--- config.mk ---
export PLATFORM = sky130hd
export DESIGN_NAME = uart_tx_arbiter_flat
export DESIGN_NICKNAME = d
export VERILOG_FILES = /design/src/rtl/uart_tx_arbiter_if.sv /design/src/rtl/uart_tx_arbiter.sv /design/src/flat_wrapper.sv
export SDC_FILE = /design/constraint.sdc
export NUM_CORES = 1
export LEC_CHECK = 0
export ABC_AREA = 1
export ABC_CLOCK_PERIOD_IN_PS = 2100
export BUFFER_PORTS_ARGS = -buffer_cell sky130_fd_sc_hd__buf_2
export CORE_ASPECT_RATIO = 0.9
export CORE_MARGIN = 2
export CORE_UTILIZATION = 55
export DETAILED_ROUTE_END_ITERATION = 16
export PLACE_DENSITY_LB_ADDON = 0.25
export SLEW_MARGIN = 20
export SYNTH_ARGS = -nofsm -noshare
export SYNTH_HDL_FRONTEND = slang
export SYNTH_SLANG_ARGS = --single-unit
--- constraint.sdc ---
create_clock -name clk -period 2.1 [get_ports clk]
set_clock_uncertainty 0.05 [all_clocks]
set_input_delay 0.315 -clock clk [delete_from_list [all_inputs] [get_ports clk]]
set_output_delay 0.315 -clock clk [all_outputs]
set_load 0.1 [all_outputs]
--- src/rtl/uart_tx_arbiter_if.sv ---
// Signal bundle between the TXD pin arbiter and its surroundings:
// owner request, the two UART sources, and the pin/status outputs.
interface uart_tx_arbiter_if;
  logic sel_ocd1_cpu0;
  logic uart_tx_cpu;
  logic uart_tx_ocd;
  logic TXD;
  logic owner_ocd1_cpu0;
  logic switch_busy;
  logic forced_switch;

  // Top-level side: supplies request and sources, observes the pin
  modport master (
    output sel_ocd1_cpu0,
    output uart_tx_cpu,
    output uart_tx_ocd,
    input  TXD,
    input  owner_ocd1_cpu0,
    input  switch_busy,
    input  forced_switch
  );

  // Arbiter side
  modport slave (
    input  sel_ocd1_cpu0,
    input  uart_tx_cpu,
    input  uart_tx_ocd,
    output TXD,
    output owner_ocd1_cpu0,
    output switch_busy,
    output forced_switch
  );
endinterface

--- src/rtl/uart_tx_arbiter.sv ---
// TXD pin arbiter: shares the board TXD pin between the CPU UART and the
// OCD UART. Ownership changes only after the current source has been idle
// (mark) for IDLE_BITS bit periods, or after TIMEOUT_CYCLES in DRAIN, and
// then only after a GAP_BITS long mark gap on the pin.
module uart_tx_arbiter #(
  parameter int unsigned BAUD_PERIOD    = 868,
  parameter int unsigned IDLE_BITS      = 11,
  parameter int unsigned GAP_BITS       = 2,
  parameter int unsigned TIMEOUT_CYCLES = 4194304
) (
  input  logic            clk,
  input  logic            reset_n,
  uart_tx_arbiter_if.slave bus
);

  localparam int unsigned BAUD_W = (BAUD_PERIOD    > 1) ? $clog2(BAUD_PERIOD)    : 1;
  localparam int unsigned IDLE_W = (IDLE_BITS      > 1) ? $clog2(IDLE_BITS)      : 1;
  localparam int unsigned GAP_W  = (GAP_BITS       > 1) ? $clog2(GAP_BITS)       : 1;
  localparam int unsigned TO_W   = (TIMEOUT_CYCLES > 1) ? $clog2(TIMEOUT_CYCLES) : 1;
  // One bit counter serves both the idle-bit count in DRAIN and the gap-bit count in GAP
  localparam int unsigned BIT_W  = (IDLE_W > GAP_W) ? IDLE_W : GAP_W;

  localparam logic [BAUD_W-1:0] BAUD_LAST = BAUD_W'(BAUD_PERIOD - 1);
  localparam logic [BIT_W-1:0]  IDLE_LAST = BIT_W'(IDLE_BITS - 1);
  localparam logic [BIT_W-1:0]  GAP_LAST  = BIT_W'(GAP_BITS - 1);
  localparam logic [TO_W-1:0]   TO_LAST   = TO_W'(TIMEOUT_CYCLES - 1);

  typedef enum logic [1:0] {
    ST_OWN,
    ST_DRAIN,
    ST_GAP
  } state_t;

  state_t            state;
  logic              owner;
  logic              txd_q;
  logic              busy_q;
  logic              forced_q;
  logic [BAUD_W-1:0] baud_cnt;
  logic [BIT_W-1:0]  bit_cnt;
  logic [TO_W-1:0]   to_cnt;

  logic src;
  logic req;
  logic baud_wrap;

  // Current source selection, pending-request and bit-period boundary decode
  always_comb begin
    src       = owner ? bus.uart_tx_ocd : bus.uart_tx_cpu;
    req       = (bus.sel_ocd1_cpu0 != owner);
    baud_wrap = (baud_cnt == BAUD_LAST);
  end

  // Ownership FSM with registered pin and status outputs
  always_ff @(posedge clk or negedge reset_n) begin
    if (!reset_n) begin
      state    <= ST_OWN;
      owner    <= 1'b0;
      txd_q    <= 1'b1;
      busy_q   <= 1'b0;
      forced_q <= 1'b0;
      baud_cnt <= '0;
      bit_cnt  <= '0;
      to_cnt   <= '0;
    end else begin
      forced_q <= 1'b0;
      case (state)
        ST_OWN: begin
          txd_q <= src;
          if (req) begin
            state    <= ST_DRAIN;
            busy_q   <= 1'b1;
            baud_cnt <= '0;
            bit_cnt  <= '0;
            to_cnt   <= '0;
          end
        end

        ST_DRAIN: begin
          txd_q  <= src;
          to_cnt <= to_cnt + 1'b1;
          // Any space bit restarts the idle measurement
          if (!src) begin
            baud_cnt <= '0;
            bit_cnt  <= '0;
          end else if (baud_wrap) begin
            baud_cnt <= '0;
            bit_cnt  <= bit_cnt + 1'b1;
          end else begin
            baud_cnt <= baud_cnt + 1'b1;
          end
          // Exit priority: withdrawn request, then idle complete, then timeout.
          // The idle test looks at the count being completed this cycle so
          // DRAIN lasts exactly IDLE_BITS*BAUD_PERIOD cycles of mark.
          if (!req) begin
            state  <= ST_OWN;
            busy_q <= 1'b0;
          end else if (src && baud_wrap && (bit_cnt == IDLE_LAST)) begin
            state    <= ST_GAP;
            baud_cnt <= '0;
            bit_cnt  <= '0;
          end else if (to_cnt == TO_LAST) begin
            state    <= ST_GAP;
            forced_q <= 1'b1;
            baud_cnt <= '0;
            bit_cnt  <= '0;
          end
        end

        ST_GAP: begin
          txd_q <= 1'b1;
          if (baud_wrap) begin
            baud_cnt <= '0;
            if (bit_cnt == GAP_LAST) begin
              bit_cnt <= '0;
              owner   <= ~owner;
              state   <= ST_OWN;
              busy_q  <= 1'b0;
            end else begin
              bit_cnt <= bit_cnt + 1'b1;
            end
          end else begin
            baud_cnt <= baud_cnt + 1'b1;
          end
        end

        default: begin
          state  <= ST_OWN;
          busy_q <= 1'b0;
          txd_q  <= 1'b1;
        end
      endcase
    end
  end

  assign bus.TXD             = txd_q;
  assign bus.owner_ocd1_cpu0 = owner;
  assign bus.switch_busy     = busy_q;
  assign bus.forced_switch   = forced_q;

endmodule

--- src/flat_wrapper.sv ---
// flat-port wrapper written by rule: the top's interface ports become plain ports
module uart_tx_arbiter_flat 
#(
  parameter int unsigned BAUD_PERIOD    = 868,
  parameter int unsigned IDLE_BITS      = 11,
  parameter int unsigned GAP_BITS       = 2,
  parameter int unsigned TIMEOUT_CYCLES = 4194304
)
  (clk, reset_n, bus_sel_ocd1_cpu0, bus_uart_tx_cpu, bus_uart_tx_ocd, bus_TXD, bus_owner_ocd1_cpu0, bus_switch_busy, bus_forced_switch);
  uart_tx_arbiter_if bus_i ();
  input  logic clk;
  input  logic reset_n;
  input wire logic [$bits(bus_i.sel_ocd1_cpu0)-1:0] bus_sel_ocd1_cpu0;
  input wire logic [$bits(bus_i.uart_tx_cpu)-1:0] bus_uart_tx_cpu;
  input wire logic [$bits(bus_i.uart_tx_ocd)-1:0] bus_uart_tx_ocd;
  output wire logic [$bits(bus_i.TXD)-1:0] bus_TXD;
  output wire logic [$bits(bus_i.owner_ocd1_cpu0)-1:0] bus_owner_ocd1_cpu0;
  output wire logic [$bits(bus_i.switch_busy)-1:0] bus_switch_busy;
  output wire logic [$bits(bus_i.forced_switch)-1:0] bus_forced_switch;
  assign bus_i.sel_ocd1_cpu0 = bus_sel_ocd1_cpu0;
  assign bus_i.uart_tx_cpu = bus_uart_tx_cpu;
  assign bus_i.uart_tx_ocd = bus_uart_tx_ocd;
  assign bus_TXD = bus_i.TXD;
  assign bus_owner_ocd1_cpu0 = bus_i.owner_ocd1_cpu0;
  assign bus_switch_busy = bus_i.switch_busy;
  assign bus_forced_switch = bus_i.forced_switch;
  uart_tx_arbiter #(.BAUD_PERIOD(BAUD_PERIOD), .IDLE_BITS(IDLE_BITS), .GAP_BITS(GAP_BITS), .TIMEOUT_CYCLES(TIMEOUT_CYCLES)) u_core (.clk(clk), .reset_n(reset_n), .bus(bus_i));
endmodule
==> qor.yml <==
timing:
  max_freq_mhz: 544
  hold_ws_ns: 0.338
  slew_headroom_pct: 67.8
  fin_crit_ns: 1.84
  post-route-period-util_pct: 87.5
  rsz0062_at_grt: "no"
  hold_viol: 0
  worst_pin_slew_ns: 0.486
  final.setup.worst_slack_ns: 0.263
  setup_viol: 0
  drv_slew: 0
  tns_ns: 0
route:
  routed_wl_um: 6090
  wl_per_cell_um: 12.7
  antenna_left: 0
  drc: 0
  first_pass_iters: 5
  drt_iter0_drc: 148
  vias: 2485
  via_per_inst: 5.19
die:
  fp.dieH_um: 72.6
  fp.dieW_um: 80.3
  io_pins: 9
  core_area_um2: 4950
  dieArea_um2: 5830
  initial_core_util_pct: 58.1
  std_cell_rows: 24
critical_path:
  cpPeakStageDelay_ns: 0.41
  startpoint_type: "flop"
  critPathTopFamily: "simple AND/OR/NAND/NOR gates"
  required_ns: 2.27
  cp_slowest_cell: "dfrtp_1"
  worstPathCellList: "inv_1, ha_1, inv_2, nand2_4, nand2_8, inv_8, nand2_1, nor2_1, o21ai_1, a21oi_1"
  critical_path_buf_inv_count: 3
  crit_type: "flop to flop"
  cp_max_fo: 17
  end_kind: "flop"
  arrival_ns: 2.01
layout:
  area_growth_pct: 8.52
  final_core_util_pct: 63.1
  fill_cells: 463
  drive_above_1_share_pct: 15.0
  final_nets: 427
  antenna_cells: 0
grt:
  grt_pass1_vias: 2252
  track_usage_pct: 22.9
  grt_max_degree: 20
  grt_pass1_wl_um: 10400
  gr-total-overflow: 0
  antenna_found_initial: 0
clock_tree:
  cts_tree: "done"
  clockBufferDepth: 2
  cts-root-buf: "clkbuf_8"
  htree_levels: 2
  post_cts_buffers: 0
  clk_pin_slew_ns: 0.08
  cts_made_buffers: 5
  clkSinkCount: 42
  clk_latency_ns: 0.30
hold_path:
  hold_path_class: "primary input to flop"
power_and_ir_drop:
  ir_worst_vdd_mv: 0.364
  powerDensity_nw_per_um2: 466
  p_leak_nw: 1.53
synthesis:
  avgSynthCellArea_um2: 7.25
  yosysUniqueCellTypes: 36
  syn_inst: 397
  synth_seq_cells: 42
  ys_warn_count: 0
  synth_area_um2: 2880
  seq_area_frac_synth_pct: 36.5
  syn_nets: 411
placement:
  gp_congestion: 0.907
  dp_hpwl_um: 4620
  place_ws_ns: 0.280
  port-buffer-count: 8
outcome:
  status: "finished, final reports clean"
run:
  max_cap_viol_count: 0
## power by group
group | internal [mW] | switching, mW
Combinational | 0.00826 | 0.0223
Clock | 0.332 | 0.284
Sequential | 0.808 | 0
## cell usage in the layout, fill, tap and decap left out, drive strengths merged, types with 3 or more instances in the layout
master / n
ha: 9
nor2: 54
inv: 48
buf: 13
nand2: 134
o21ai: 22
nor3b: 3
clkbuf: 8
nand4: 6
a21oi: 12
nand3: 38
dfrtp: 41
nor3: 9
xor2: 9
## cell type report
class / count / area (um^2) / share of cell area (%)
clock buffers: 8 / 110 / 3.52
inverters: 49 / 191 / 6.13
multi-input cells: 301 / 1600 / 51.3
flip-flops and latches: 42 / 1050 / 33.7
well taps: 65 / 81.3 / 2.60
repair buffers: 14 / 87.6 / 2.80
## cells by family after synthesis
| kind of cell | share of synthesized area, % |
|---|---|
| flip-flops | 36.5 |
| XOR/XNOR | 3.04 |
| buffers and inverters | 7.82 |
| AO/OA/AOI/OAI | 7.34 |
| adder cells (fa/ha/maj) | 3.91 |
| AND/OR/NAND/NOR | 41.3 |
## synthesized netlist by cell type (all sizes together)
master  number  area [um^2]
a21boi       1         7.51
a21o         1         7.51
a21oi       12         60.1
a31oi        1         6.26
buf          5         33.8
clkinv       1         3.75
dfrtp       41         1030
dfstp        1         26.3
ha           9          113
inv         48          188
nand2      134          603
nand3       38          213
nand4        6         37.5
nor2        54          248
nor3         9         61.3
nor3b        3         27.5
o211ai       1         12.5
o21ai       22          118
xnor2        1         8.76
xor2         9         78.8
## path summary, 6_finish.rpt
kind	start	end	slack [ns]	cells past startpoint
min	bus_uart_tx_cpu	u_core.bus.TXD	0.34	3
min in group asynchronous	reset_n	u_core.to_cnt[12]	0.39	2
min reg2reg	u_core.bus.switch_busy	u_core.bus.switch_busy	0.46	2
max reg2reg	u_core.state[1]	u_core.to_cnt[6]	0.26	10
max in group asynchronous	reset_n	u_core.bus.TXD	1.00	3
max	u_core.state[1]	u_core.to_cnt[6]	0.26	10
## per-layer routing
layer	up-vias	GRT usage, %	part of all wire, %
li1	1285	-	-
met1	1157	29.8	47
met2	35	40.3	50
met3	8	5.20	2.4
met4	0	2.82	0.71
met5	-	0	0
## registers in the layout (all words and copies together), names as in the netlist
register                    cells
u_core.bit_cnt                  4
u_core.bus.switch_busy          1
u_core.state                    2
u_core.to_cnt                  22
u_core.bus.owner_ocd1_cpu0      1
u_core.bus.TXD                  1
u_core.bus.forced_switch        1
u_core.baud_cnt                10
## per-stage QoR
step	cells	total power [mW]	instance area, um^2
2_1_floorplan	397	0.831	2880
3_3_place_gp	470	0.854	3000
3_5_place_dp	470	0.854	3000
4_1_cts	479	1.48	3120
5_1_grt	479	1.51	3120
6_report	479	1.45	3120
## tightest hold or removal path, stage by stage
cell and delay, ns:
buf_2 0.08, o21ai_0 0.15, nand2_1 0.11
## what timing repair did
item | 4_1_cts | 5_1_grt
resized for setup | 0 | 0
hold buffers | 1 | 0
endpoints found under the setup margin | 0 | 0
endpoints found under the hold margin | 12 | 0
Power figures use the tool's default switching activity.
